--- src/rtl/uart_rx_line_buf.sv ---
// Receive-side byte FIFO for a UART with CR-terminated line tracking.
// Optional build macro: RXB_ESC_FILTER_EN drops 8'h1B bytes before they reach the FIFO.
module uart_rx_line_buf #(
  parameter int DEPTH_LOG2 = 4
) (
  input  logic                  clk,
  input  logic                  rst,
  input  logic [7:0]            bu_rx_data,
  input  logic                  bu_rx_data_rdy,
  input  logic                  rd_en,
  output logic [7:0]            rxb_data,
  output logic                  rxb_data_vld,
  output logic [DEPTH_LOG2:0]   rxb_count,
  output logic                  rxb_full,
  output logic                  rxb_line_rdy,
  output logic                  rxb_overflow
);
  localparam int DEPTH = 1 << DEPTH_LOG2;
  localparam int CW    = DEPTH_LOG2 + 1;
  localparam logic [CW-1:0]         CNT_FULL = CW'(DEPTH);
  localparam logic [CW-1:0]         CNT_ONE  = CW'(1);
  localparam logic [DEPTH_LOG2-1:0] PTR_ONE  = DEPTH_LOG2'(1);
  localparam logic [7:0]            CR_BYTE  = 8'h0D;

  logic [7:0]            mem_q [DEPTH];
  logic [DEPTH_LOG2-1:0] wr_ptr_q, wr_ptr_d;
  logic [DEPTH_LOG2-1:0] rd_ptr_q, rd_ptr_d;
  logic [CW-1:0]         count_q, count_d;
  logic [CW-1:0]         lines_q, lines_d;
  logic                  overflow_q, overflow_d;
  logic                  is_esc, push, pop, drop, full, inc_line, dec_line;
  logic [7:0]            head;

`ifdef RXB_ESC_FILTER_EN
  assign is_esc = (bu_rx_data == 8'h1B);
`else
  assign is_esc = 1'b0;
`endif

  // Handshake: the producer strobe has no back-pressure (a byte offered while full
  // with no pop is lost and flagged); the consumer pops on rd_en && rxb_data_vld.
  assign full     = (count_q == CNT_FULL);
  assign head     = mem_q[rd_ptr_q];
  assign pop      = !rst && rd_en && (count_q != '0);
  assign push     = !rst && bu_rx_data_rdy && !is_esc && (!full || pop);
  assign drop     = !rst && bu_rx_data_rdy && !is_esc && full && !pop;
  assign inc_line = push && (bu_rx_data == CR_BYTE);
  assign dec_line = pop && (head == CR_BYTE);

  always_comb begin
    wr_ptr_d   = wr_ptr_q;
    rd_ptr_d   = rd_ptr_q;
    count_d    = count_q;
    lines_d    = lines_q;
    overflow_d = overflow_q | drop;
    if (push) wr_ptr_d = wr_ptr_q + PTR_ONE;
    if (pop)  rd_ptr_d = rd_ptr_q + PTR_ONE;
    case ({push, pop})
      2'b10:   count_d = count_q + CNT_ONE;
      2'b01:   count_d = count_q - CNT_ONE;
      default: count_d = count_q;
    endcase
    case ({inc_line, dec_line})
      2'b10:   lines_d = lines_q + CNT_ONE;
      2'b01:   lines_d = lines_q - CNT_ONE;
      default: lines_d = lines_q;
    endcase
  end

  always_ff @(posedge clk) begin
    if (rst) begin
      wr_ptr_q   <= '0;
      rd_ptr_q   <= '0;
      count_q    <= '0;
      lines_q    <= '0;
      overflow_q <= 1'b0;
    end else begin
      wr_ptr_q   <= wr_ptr_d;
      rd_ptr_q   <= rd_ptr_d;
      count_q    <= count_d;
      lines_q    <= lines_d;
      overflow_q <= overflow_d;
    end
  end

  // Storage is not reset; validity is tracked solely by the count and pointers.
  always_ff @(posedge clk) begin
    if (push) mem_q[wr_ptr_q] <= bu_rx_data;
  end

  assign rxb_data_vld = (count_q != '0);
  assign rxb_data     = rxb_data_vld ? head : 8'h00;
  assign rxb_count    = count_q;
  assign rxb_full     = full;
  assign rxb_line_rdy = (lines_q != '0);
  assign rxb_overflow = overflow_q;
endmodule

--- config.mk ---
export PLATFORM = sky130hd
export DESIGN_NAME = uart_rx_line_buf
export DESIGN_NICKNAME = d
export VERILOG_FILES = /design/src/rtl/uart_rx_line_buf.sv
export SDC_FILE = /design/constraint.sdc
export NUM_CORES = 1
export LEC_CHECK = 0
export CAP_MARGIN = 20
export CORE_MARGIN = 8
export CORE_UTILIZATION = 60
export DETAILED_ROUTE_END_ITERATION = 12
export GPL_TIMING_DRIVEN = 0
export MAX_ROUTING_LAYER = met4
export PLACE_DENSITY = 0.8
export REMOVE_ABC_BUFFERS = 1
export SLEW_MARGIN = 30
export SYNTH_ARGS = -nofsm -noshare
export SYNTH_HDL_FRONTEND = slang
export SYNTH_SLANG_ARGS = --single-unit
--- constraint.sdc ---
create_clock -name clk -period 4.2 [get_ports clk]
set_input_delay 1.26 -clock clk [delete_from_list [all_inputs] [get_ports clk]]
set_output_delay 1.26 -clock clk [all_outputs]
set_load 0.01 [all_outputs]
; Word level (Yosys, flattened, before mapping)
; Memory sizes are Yosys's and may differ from the RTL's. A register that Yosys moved wholly into a read port is not among the register bits.
; Cells that the tools add are included.
; Widths: inputs -> output; s select.
[op_classes]
n_addsub = 6
eq_ne = 7
n_mux = 7
bitwise_logic = 1
reduce_logical = 16
[op_table]
columns = op, count
row1 = $pmux 5 s2, 2
row2 = $eq 8x4->1 const B, 2
row3 = $add 5x1->5 const B, 2
row4 = $reduce_bool 5->1, 2
row5 = $sub 5x1->5 const B, 2
row6 = $add 4x1->4 const B, 2
row7 = $logic_and 1x1->1, 8
row8 = $mux 4, 2
row9 = $mux 8, 1
row10 = $eq 5x5->1 const B, 1
row11 = $eq 2x1->1 const B, 2
row12 = $eq 2x2->1 const B, 2
row13 = $reduce_bool 2->1, 2
row14 = $logic_not 1->1, 3
row15 = $mux 1, 2
row16 = $logic_or 1x1->1, 1
row17 = $or 1x1->1, 1
[totals]
reg_bits = 19
ram_bits = 128
in_bits = 12
out_inout_bits = 17
word_cells = 43
memories = 1
[mem_list]
columns = memory, words, width, read_ports, rd_ports_with_merged_regs, wr, line_no
row1 = mem_q, 16, 8, 1, 1, 1, 25  ; logic [7:0] mem_q [DEPTH];

; Depth between registers and ports, before layout
; Gate-level depths: netlist (run 1).
[logic_depth]
word_depth = 8
mapped_depth = 15
depth_no_buf = 13

; Worst setup path after synthesis (run 1)
; Ideal clock, no wire load.
[synth_path]
kind = input to register
start = input rst
end = register lines_q[4]
setup_time_ps = 71
arrival_time_ps = 3769
required_time_ps = 4129
setup_slack_ps = 360
stages = 12
path_buffers = 0
cell_sequence = nand2b_1 -> a21oi_1 -> nand2_1 -> nor4_2 -> ha_1 -> inv_1 -> fa_1 -> nor2b_1 -> o21ai_0 -> and3_1 -> or4_1 -> a21oi_1
[synth_via]
elab_chain_cells = 8
elab_cells_between_ends = 12
classes_between = eq/ne (2) / mux (1) / reduce/logical (9)
[synth_rtl]
columns = item, line_no
row1 = "start, declared", 7  ; input logic rst,
row2 = $logic_not 1->1, "44, 45"
row3 = $logic_and 1x1->1 (2 in a row), 44  ; assign pop = !rst && rd_en && (count_q != '0);
row4 = $logic_or 1x1->1, 45  ; assign push = !rst && bu_rx_data_rdy && !is_esc && (!full || pop);
row5 = $logic_and 1x1->1, 45
row6 = $logic_and 1x1->1, 47  ; assign inc_line = push && (bu_rx_data == CR_BYTE);
row7 = $eq 2x1->1 / $eq 2x2->1 (equally long branches), 63  ; case ({inc_line, dec_line})
row8 = $pmux 5 s2 / $reduce_bool 2->1 (equally long branches), --
row9 = "end signal, assigned", 81  ; lines_q <= lines_d;
row10 = "end, declared", 29  ; logic [CW-1:0] lines_q, lines_d;
; Several ways; a longest one is shown, not always the timed one.
; A chain may end at the register's enable or synchronous reset.

==> results.toml, run 1 <==
[floorplanning]
num_rows = 37
die_y_um = 118
start_util = 0.609
core-area_um2 = 10200
num_io_pins = 29
die_x_um = 118
dieArea_um2 = 13800

[drt]
post_drt_wl_per_cell_um = 22.5
drc_errors = 0
drt_iter0_markers = 317
final_antenna_net_count = 0
wirelength_um = 12500
vias = 3409
drt-vias-per-instance = 6.14
drt-pass1-iter-count = 7

[timing]
fmax_mhz = 242
period_needed_ns = 4.12
grt_setup_unrepaired = "no"
finalClockSkew_ns = 0.00847
tightest_slew_ns = 0.984
period_share = 0.982
setup_tns_ns = 0
final_max_slew_viol_count = 0
final-hold-violation-count = 0
setup_viol = 0
worst_hold_slack_ns = 0.490
relSlewSlack = 0.341

[worst_setup_path]
critical_path_class = "flop to flop"
worst_path_largest_cell_delay_ns = 0.57
cpMaxStageDelayCell = "or4_1"
critPathArrivalTime_ns = 4.58
worstSetupEndpointType = "flop"
rrSetupSlack_ns = 0.08
cp-start-kind = "flop"
cp.required_ns = 4.65
worst-path-max-fanout = 5
cp_cell_sequence = "buf_12, buf_4, mux4_2, a22oi_1, and3_1, or4_1, nor4_2, ha_2, inv_1, fa_1, nor2b_1, o21ai_0, and3_1, or4_1, a21oi_1"

[yosys]
synth-edff-count = 128
syn_area_um2 = 6200
yosys_register_bits = 151
ys_types = 41
async_reset_ff_frac = 0
synth.avg_cell_area_um2 = 16.9
synthCells = 366
ys_seq_area_frac = 0.694
yosys_warnings = 0
synth_ff_type = "edfxtp_1"

[worst_hold_path]
hp-class = "flop to flop"

[power_and_ir_drop]
p_int_mw = 2.62
switchingPower_mw = 0.749
swShare = 0.222
ir_drop_mv = 0.347
power_density_nw_per_um2 = 462
power_frac_comb = 0.082
clock_power_share = 0.426
p_total_mw = 3.37
leakagePower_nw = 2.39
p_seq_frac = 0.492

[place]
hpwl_um = 7620
dp_cells = 515
io_buffers = 28
place_area_um2 = 6600
gp_congestion = 0.819

[finish]
syn_to_final_growth_pct = 17.7
final_cell_mix = "edfxtp_1, nor2_1, clkdlybuf4s50_1"
finalNonFillerCells = 555
post-route-cell-area_um2 = 7300
drive_above_1_share = 0.193
mostFrequentLayoutCell = "edfxtp_1"
num_antenna_cells = 0
final_nets = 432

[clock_tree]
cts_buffers = 17
hold_buffers = 0
root_buffer = "clkbuf_8"
clockBufferDepth = 2
clkTransAtPathRegs_ns = 0.06
cts_htree_levels = 4
cts_tree = "done"
clock_latency_ns = 0.53
numClockSinks = 151

[global_route]
grt_max_degree = 27
grt_usage = 0.188
grt_pass1_wl_um = 19000
antenna_found_initial = 0
grt_pass1_vias = 3443
gr-total-overflow = 0

[status]
status = "finished, final reports clean"

[run]
drv_cap = 0
==> critical path: cells and delay by family, from the launching register on <==
kind | cells | cell delay, ns
and+or+nand+nor | 6 | 1.93
adders and majority gates | 2 | 0.67
DFF | 1 | 0.38
buffers and inverters | 3 | 0.37
AOI/OAI and AO/OA | 3 | 0.36
muxes | 1 | 0.34
==> routing by layer <==
| metal | global-route usage | share of wire |
|---|---|---|
| met3 | 0.0556 | 0.076 |
| met5 | - | 0 |
| met1 | 0.228 | 0.40 |
| met2 | 0.291 | 0.51 |
| met4 | 0.0761 | 0.019 |
==> kinds of logic (layout without fill, tap and decap cells) <==
logic type                 after synthesis  after routing  share of synthesized area
AOI/OAI and AO/OA                       33             33                     0.0355
and+or+nand+nor                         93             93                     0.0736
buffers and inverters                   25             78                     0.0184
muxes                                   39             39                      0.132
adders and majority gates               14             14                     0.0307
DFF                                    151            151                      0.694
xor gates and xnor gates                11             11                     0.0155
==> synthesized netlist by cell type, drive strengths merged (5+ instances only) <==
cell type | count | area (um^2)
nor2 | 35 | 131
a21oi | 9 | 45.0
o22ai | 7 | 43.8
nand3 | 6 | 30.0
mux2i | 5 | 50.1
nor3 | 9 | 45.0
nand2 | 15 | 56.3
and3 | 5 | 31.3
xnor2 | 6 | 52.6
edfxtp | 128 | 3840
nand2b | 6 | 37.5
buf | 7 | 46.3
dfxtp | 23 | 460
ha | 12 | 150
xor2 | 5 | 43.8
clkbuf | 8 | 30.0
mux4 | 32 | 747
inv | 10 | 37.5
==> area by class of cell <==
| type | count | area, um^2 |
|---|---|---|
| tap | 136 | 170 |
| clock buffer | 17 | 414 |
| fill | 620 | 2890 |
| multi-input combinational | 190 | 1830 |
| clock inverter | 15 | 151 |
| inverter | 10 | 37.5 |
| sequential | 151 | 4320 |
| timing repair buffer | 36 | 378 |
==> worst paths after layout <==
kind | depth (start not counted) | end | startpoint
worst max-delay path | 15 | lines_q[4] | flop
worst min-delay path | 2 | lines_q[4] | lines_q[4]
worst max register to register | 15 | lines_q[4] | flop
worst min register to register | 2 | lines_q[4] | lines_q[4]
==> metrics by stage <==
stage           util  setup WS, ns
3_5_place_dp   0.648         -1.26
4_1_cts        0.713        0.0778
3_3_place_gp   0.646         -1.22
5_1_grt        0.716       0.00816
6_report       0.716        0.0762
2_1_floorplan      -        -0.337
==> what timing repair did <==
item / 4_1_cts / 5_1_grt
gates resized for setup: 7 / 4
buffers inserted: 7 / 1
hold endpoints to repair: 0 / 0
endpoints found under the setup margin: 5 / 1
gates cloned: 0 / 0
==> sequential cells by signal (all words and copies together) (netlist names), named ones only <==
register / flops
wr_ptr_q: 4
lines_q: 5
rxb_count: 5
mem_q: 128
rd_ptr_q: 4
rxb_overflow: 1
==> power groups by stage <==
stage	sequential [mW]	combinational, mW	clock, mW
4_1_cts	1.66	0.270	1.44
5_1_grt	1.66	0.295	1.51
3_3_place_gp	1.71	0.227	0
6_report	1.66	0.276	1.44
3_5_place_dp	1.71	0.232	0
2_1_floorplan	1.70	0.126	0
(Power assumes the default switching activity.)
==> run 2, diff against run 1 <==
CTS_CLUSTER_SIZE = 8   (was not set)
==> results of run 2 <==
No change in the layout: final DEF, timing and power equal those of run 1.
